==> config.mk <==
export PLATFORM = sky130hd
export DESIGN_NAME = dmem_arbiter
export DESIGN_NICKNAME = d
export VERILOG_FILES = /design/src/rtl/dmem_arbiter.sv
export SDC_FILE = /design/constraint.sdc
export NUM_CORES = 1
export LEC_CHECK = 0
export CORE_MARGIN = 10
export CORE_UTILIZATION = 30
export DETAILED_ROUTE_END_ITERATION = 16
export GPL_TIMING_DRIVEN = 0
export PLACE_DENSITY = 0.87
export SLEW_MARGIN = 20
export SYNTH_ARGS = -nofsm -noshare
export SYNTH_HDL_FRONTEND = slang
export SYNTH_SLANG_ARGS = --single-unit
==> constraint.sdc <==
create_clock -name clk -period 4.1 [get_ports clk]
set_clock_uncertainty 0.15 [all_clocks]
set_input_delay 0.82 -clock clk [delete_from_list [all_inputs] [get_ports clk]]
set_output_delay 0.82 -clock clk [all_outputs]
set_load 0.01 [all_outputs]
==> src/rtl/dmem_arbiter.sv <==
// Single-port data memory arbiter shared by instruction fetch and load/store.
// Data wins by default; a fetch that has lost STARVE_MAX times in a row is forced through.
module dmem_arbiter #(
    parameter int STARVE_MAX = 3
) (
    input  logic        clk,
    input  logic        rst_n,
    input  logic        if_req,
    input  logic [31:0] if_addr,
    output logic        if_gnt,
    output logic        if_rvalid,
    output logic [31:0] if_rdata,
    input  logic        d_req,
    input  logic        d_we,
    input  logic [31:0] d_addr,
    input  logic [31:0] d_wdata,
    input  logic [1:0]  d_size,
    input  logic        d_unsigned,
    output logic        d_gnt,
    output logic        d_rvalid,
    output logic [31:0] d_rdata,
    output logic        d_misalign,
    output logic        mem_en,
    output logic        mem_we,
    output logic [3:0]  mem_be,
    output logic [5:0]  mem_addr,
    output logic [31:0] mem_wdata,
    input  logic [31:0] mem_rdata
);

    localparam int SW = (STARVE_MAX < 1) ? 1 : $clog2(STARVE_MAX + 1);
    localparam logic [SW-1:0] STARVE_LIM = SW'(STARVE_MAX);

    typedef enum logic [1:0] {IDLE, RD_I, RD_D, WR_D} state_t;

    state_t      r_state;
    state_t      w_nextState;
    logic [SW-1:0] r_starve;
    logic [1:0]  r_ldOff;
    logic [1:0]  r_ldSize;
    logic        r_ldUns;

    logic        w_misalign;
    logic        w_dOk;
    logic        w_ifWin;
    logic        w_dWin;
    logic        w_dIssue;
    logic [3:0]  w_storeBe;
    logic [31:0] w_storeData;
    logic [7:0]  w_byte;
    logic [15:0] w_half;
    logic [31:0] w_ldData;
    logic        w_unused;

    assign w_unused = ^{if_addr[31:8], if_addr[1:0], d_addr[31:8]};

    // A misaligned data request never touches memory, so it cannot block a pending fetch.
    assign w_misalign = d_req && (((d_size == 2'b01) && d_addr[0]) ||
                                  (d_size[1] && (d_addr[1:0] != 2'b00)));
    assign w_dOk      = d_req && !w_misalign;
    assign w_ifWin    = if_req && (!w_dOk || (r_starve == STARVE_LIM));
    assign w_dWin     = d_req && (w_misalign || !w_ifWin);
    assign w_dIssue   = w_dWin && !w_misalign;

    always_comb begin
        w_storeBe   = 4'b1111;
        w_storeData = d_wdata;
        case (d_size)
            2'b00: begin
                w_storeBe   = 4'b0001 << d_addr[1:0];
                w_storeData = {4{d_wdata[7:0]}};
            end
            2'b01: begin
                w_storeBe   = d_addr[1] ? 4'b1100 : 4'b0011;
                w_storeData = {2{d_wdata[15:0]}};
            end
            default: ;
        endcase
    end

    always_ff @(posedge clk or negedge rst_n) begin
        if (!rst_n) begin
            r_state <= IDLE;
        end else begin
            r_state <= w_nextState;
        end
    end

    always_comb begin
        w_nextState = IDLE;
        if (w_ifWin) begin
            w_nextState = RD_I;
        end else if (w_dIssue) begin
            w_nextState = d_we ? WR_D : RD_D;
        end
    end

    always_ff @(posedge clk or negedge rst_n) begin
        if (!rst_n) begin
            r_starve <= '0;
            r_ldOff  <= 2'b00;
            r_ldSize <= 2'b00;
            r_ldUns  <= 1'b0;
        end else begin
            if (!if_req || w_ifWin) begin
                r_starve <= '0;
            end else if (r_starve != STARVE_LIM) begin
                r_starve <= r_starve + SW'(1);
            end
            if (w_dIssue && !d_we) begin
                r_ldOff  <= d_addr[1:0];
                r_ldSize <= d_size;
                r_ldUns  <= d_unsigned;
            end
        end
    end

    always_comb begin
        w_byte = mem_rdata[7:0];
        case (r_ldOff)
            2'b01:   w_byte = mem_rdata[15:8];
            2'b10:   w_byte = mem_rdata[23:16];
            2'b11:   w_byte = mem_rdata[31:24];
            default: ;
        endcase
        w_half   = r_ldOff[1] ? mem_rdata[31:16] : mem_rdata[15:0];
        w_ldData = mem_rdata;
        case (r_ldSize)
            2'b00:   w_ldData = {{24{w_byte[7] & ~r_ldUns}}, w_byte};
            2'b01:   w_ldData = {{16{w_half[15] & ~r_ldUns}}, w_half};
            default: ;
        endcase
    end

    // Grants and memory controls are forced low while reset is held so nothing issues.
    always_comb begin
        if_gnt     = 1'b0;
        d_gnt      = 1'b0;
        d_misalign = 1'b0;
        mem_en     = 1'b0;
        mem_we     = 1'b0;
        mem_be     = 4'b0000;
        mem_addr   = 6'd0;
        mem_wdata  = 32'd0;
        if (rst_n) begin
            if_gnt     = w_ifWin;
            d_gnt      = w_dWin;
            d_misalign = w_dWin && w_misalign;
            if (w_ifWin) begin
                mem_en   = 1'b1;
                mem_be   = 4'b1111;
                mem_addr = if_addr[7:2];
            end else if (w_dIssue) begin
                mem_en   = 1'b1;
                mem_addr = d_addr[7:2];
                mem_be   = 4'b1111;
                if (d_we) begin
                    mem_we    = 1'b1;
                    mem_be    = w_storeBe;
                    mem_wdata = w_storeData;
                end
            end
        end
        if_rvalid = (r_state == RD_I);
        if_rdata  = (r_state == RD_I) ? mem_rdata : 32'd0;
        d_rvalid  = (r_state == RD_D);
        d_rdata   = (r_state == RD_D) ? w_ldData : 32'd0;
    end

endmodule

Word-level counts from Yosys, hierarchy flattened --
Cells that the tools add are included.
Operators by class: add/subtract/negate cells 1, equal/unequal tests 9, shift-type cells 1, multiplexer cells 34, bitwise gates (word level) 3, reduce and logical (&&, ||, !) cells 22
Operators with widths (count):
- 2-to-1 mux 32 bit | 6
- case mux 32 bit (2 select lines) | 2
- case mux 8 bit (3 select lines) | 1
- 2-to-1 mux 4 bit | 5
- 2-to-1 mux 6 bit | 3
- 2-to-1 mux 16 bit | 1
- 2-to-1 mux 1 bit | 11
- logical AND 1 bit | 9
- == test 2 x 1 -> 1 bit, second input constant | 4
- == test 2 bit, second input constant | 4
- 2-to-1 mux 2 bit | 4
- case mux 4 bit (2 select lines) | 1
- zero test 1 bit | 5
- zero test 2 bit | 2
- logical OR 1 bit | 4
- nonzero test 2 bit | 2
- << shifter 1 x 2 -> 4 bit, first input constant | 1
- adder 2 x 1 -> 2 bit, second input constant | 1
- bitwise AND 1 bit | 2
- != test 2 bit, second input constant | 1
- inverter 1 bit | 1
Word-level totals: flip-flop bits (word level) 9, input bits 136, output and inout bits 113

Depth between registers and ports, before layout --
depth after elaboration 16, depth in mapped cells 5, gate-level depth less buffers 4

Worst setup path before layout --
Ideal clock, no wire load.
kind input -> output, start input if_req, end output mem_wdata[13], arrival 1.806 ns, setup slack 1.324 ns, stages 5, path buffers 2, path through buf_6 -> a21boi_0 -> o2111ai_2 -> buf_2 -> a21oi_1
Between the ends: word-level cells in the longest chain between the ends 8
Ends and longest elaborated chain:
- start, declared | RTL line 8 | input logic if_req,
- logical AND 1 bit (*) | RTL line 61 | assign w_ifWin = if_req && (!w_dOk || (r_starve == STARVE_LIM));
- zero test 1 bit | RTL line 62 | assign w_dWin = d_req && (w_misalign || !w_ifWin);
- logical OR 1 bit | RTL line 62
- logical AND 1 bit | RTL line 62
- logical AND 1 bit | RTL line 63 | assign w_dIssue = w_dWin && !w_misalign;
- 2-to-1 mux 32 bit | RTL line 153 | end else if (w_dIssue) begin
- 2-to-1 mux 32 bit (*) | RTL line 149 | if (w_ifWin) begin
- 2-to-1 mux 32 bit (*) | RTL line 145 | if (rst_n) begin
- end, declared | RTL line 27 | output logic [31:0] mem_wdata,
Every way passes the cells marked *; elsewhere a longest branch is shown, timed or not.

Final worst setup path --
start input d_size[0], end output mem_wdata[6]
Between the ends: word-level cells in the longest chain between the ends 16
Ends and longest elaborated chain:
- start, declared | RTL line 17 | input logic [1:0] d_size,
- == test 2 x 1 -> 1 bit (*) | RTL line 58 | assign w_misalign = d_req && (((d_size == 2'b01) && d_addr[0]) ||
- logical AND 1 bit (*) | RTL line 58
- logical OR 1 bit (*) | RTL line 58
- logical AND 1 bit (*) | RTL line 58
- zero test 1 bit | RTL line 60, 63
- logical AND 1 bit | RTL line 60 | assign w_dOk = d_req && !w_misalign;
- zero test 1 bit | RTL line 61
- logical OR 1 bit | RTL line 61
- logical AND 1 bit | RTL line 61
- zero test 1 bit | RTL line 62
- logical OR 1 bit | RTL line 62
- logical AND 1 bit | RTL line 62
- logical AND 1 bit | RTL line 63
- 2-to-1 mux 32 bit | RTL line 153
- 2-to-1 mux 32 bit (*) | RTL line 149
- 2-to-1 mux 32 bit (*) | RTL line 145
Marked as above.

==> metrics.csv <==
stage,metric,value,unit
drt,DRT iter0 DRCs,146,
finish,Non-Filler Instances,608,
drt,Pre-antenna DRT Iters,5,
pwr,Clock power frac,0.120,
critical_path,CP peak stage delay,570,ps
grt,GR Overflow Total,0,
clock_network,CTS tree,done,
pwr,switch share,0.401,
critical_path,CP max stage cell,clkdlybuf4s50_1,
hold_path,Hold Path Class,reg2reg,
outcome,status,"complete, no violations",
critical_path,top cell family by delay on the critical path,buffers and inverters,
finish,Fillers,659,
finish,layout cells sized above 1,0.126,
critical_path,CP Data Arrival Time,2970,ps
grt,antenna violations before repair,0,
finish,# nets final,647,
floorplanning,Rows,31,
floorplanning,Top Ports,249,
finish,Finished Core Util,0.602,
critical_path,critical path type,in2out,
sta,unrepaired setup endpoints after global routing,no,
pwr,Lkg Pwr,1.75,nW
sta,period utilisation layout,0.962,
floorplanning,die width,106,um
logic_synthesis,number of flops mapped to enable cells by yosys,0,
place,Placed Cells,604,
sta,Max Freq,254,MHz
pwr,Pwr Density,191,nW/um^2
logic_synthesis,Post-synth top flop,dfrtp_1,
floorplanning,core area,7250,um^2
sta,post-route minimum period,3940,ps
clock_network,clock latency reported for the late side of the worst-skew pair,230,ps
place,number of I/O port buffers,197,
clock_network,Root Driver,clkbuf_8,
drt,via/cell ratio,5.42,
flow_run,Max-Cap Viols,0,
logic_synthesis,syn nets,445,
drt,drt drc,0,
place,GPL Wtd Cong,0.978,
critical_path,crit-path max FO,10,
floorplanning,die area,11300,um^2
critical_path,CP Cell Sequence,"clkdlybuf4s50_1, o21ai_0, and4_1, buf_4, and3_1, clkdlybuf4s50_1",
pwr,VDD IR max,119,uV
grt,via count of the first global-routing pass,3453,
finish,"most common cell after layout, fill and taps aside",clkdlybuf4s50_1,
logic_synthesis,"Distinct cells, synth",35,
finish,most frequent cells in the layout,"clkdlybuf4s50_1 (196), nand2_1 (35), and2_1 (33)",
finish,area grow syn2layout,95.9,%
logic_synthesis,Post-Synthesis Cell Area,2230,um^2
clock_network,setup bufs post-CTS,0,
pwr,combinational power share,0.743,
drt,Antenna Violating Nets Remaining,0,
grt,first-pass GRT wire length,18900,um
clock_network,clk sinks,9,
drt,Vias,3296,
logic_synthesis,"Avg Cell Area, Syn",7.23,um^2
pwr,Sequential Power Share,0.137,
critical_path,Worst Path Required,3130,ps
critical_path,Critical Path Source Type,input port,
clock_network,Worst-path clk slew,40,ps
sta,Slew Limit Fails,0,
clock_network,Num CTS Buffers,3,
logic_synthesis,Yosys top cell area share,0.106,
pwr,Psw,0.000334,W
floorplanning,Die Ht,106,um
critical_path,CP endpoint kind,output port,
clock_network,worst-case clock buffer depth,2,
logic_synthesis,YS warnings,0,
sta,Slew HR,0.613,
logic_synthesis,ys async rst share,1.00,
sta,Least-Margin Pin Slew,579,ps
sta,final hold violations,0,
place,HPWL after DPL,10200,um
grt,largest net degree at the start of global routing,15,
logic_synthesis,Seq cells post-synth,9,
logic_synthesis,"area leader, netlist",mux2_2,
floorplanning,Initial Util,0.307,
logic_synthesis,Post-Syn Instances,308,
finish,antenna cells,0,
logic_synthesis,post-synthesis sequential area ratio,0.101,
sta,Final setup viols,0,
grt,total track usage,0.204,
drt,Avg WL per Cell,20.1,um
pwr,Internal,0.000498,W
logic_synthesis,Area contributors post-synth,"mux2_2 (11%), dfrtp_1 (10%), and2_1 (9.3%)",
critical_path,Critical Path Most Common Cell,clkdlybuf4s50_1,
critical_path,CP Buf/Inv Count,3,
clock_network,H-tree depth,1,
drt,"wirelength, routed",12200,um
kinds of logic (layout without fill, tap and decap cells):
family,count (synthesis),after routing,share of synthesized area
flops,9,9,0.101
compound gates,81,81,0.229
fa+ha+maj,1,1,0.00562
mux,45,45,0.259
buf+inv,34,235,0.0803
simple gates,138,138,0.325
layout make-up:
type / count / area [um^2] / area share
clock buffer: 4 / 45.0 / 0.0103
timing repair buffer: 197 / 1970 / 0.451
sequential: 9 / 225 / 0.0516
multi-input combinational: 265 / 1820 / 0.418
buffer: 30 / 164 / 0.0376
inverter: 4 / 15.0 / 0.00344
tap: 99 / 124 / 0.0284
power groups by stage:
stage	logic (W)	clock network [W]	registers, W
global placement	0.000602	0	0.000114
finish	0.000618	0.0000996	0.000114
detailed placement	0.000613	0	0.000115
CTS	0.000616	0.000103	0.000114
floorplan	0.000316	0	0.000112
global route	0.000663	0.000108	0.000116
state kept, by name, indices dropped and copies added, names as in the netlist:
| signal | cells |
|---|---|
| r_ldOff | 2 |
| r_ldUns | 1 |
| r_ldSize | 2 |
| r_starve | 2 |
| r_state | 2 |
cells in the mapped netlist, types with 2 or more instances:
master and instances:
nand2_1 35, and2_1 33, nor2_1 28, a21oi_1 27, o21ai_0 22, mux2_2 21, buf_2 17, nand3_1 17
mux2i_1 16, and3_1 9, clkbuf_1 9, dfrtp_1 9, a211oi_1 8, mux4_2 8, o22ai_1 8, a32o_1 6
nor2b_1 5, inv_1 4, o221a_2 4, or2_2 3, a21boi_0 2, a31oi_1 2, and4_1 2, buf_6 2
final timing paths:
kind / slack, ps / end / cells past startpoint / start
min: 300 / r_starve[0] / 1 / r_starve[0]
min reg2reg: 300 / r_starve[0] / 1 / r_starve[0]
min in group asynchronous: 340 / r_starve[0] / 1 / rst_n
max reg2reg: 2390 / r_ldSize[0] / 4 / r_starve[0]
max: 160 / mem_wdata[6] / 6 / d_size[0]
max in group asynchronous: 3210 / r_ldUns / 1 / rst_n
routing by layer:
metal  vias up  track usage  routed length [um]
li1       1522            -                   -
met1      1501        0.232                4770
met2       246        0.341                5680
met3        27       0.0785                1410
met4         0       0.0754                 392
met5         -            0                   0
metrics by stage:
step	hold slack, ps	setup WS (ps)	instance area, um^2	total power [W]	TNS [ps]
detailed placement	296	-215	4320	0.000729	-3790
global placement	280	-114	4320	0.000717	-2200
CTS	301	62.3	4370	0.000833	0
floorplan	266	1320	2230	0.000428	0
global route	320	37.4	4360	0.000887	0
finish	301	156	4360	0.000832	0
timing repair:
item,CTS,global route
hold endpoints to repair,0,0
gates resized for setup,1,2
hold buffers,0,0
pin swaps,0,0
endpoints found under the setup margin,30,29
No activity file was read; power rests on OpenSTA's default activity.
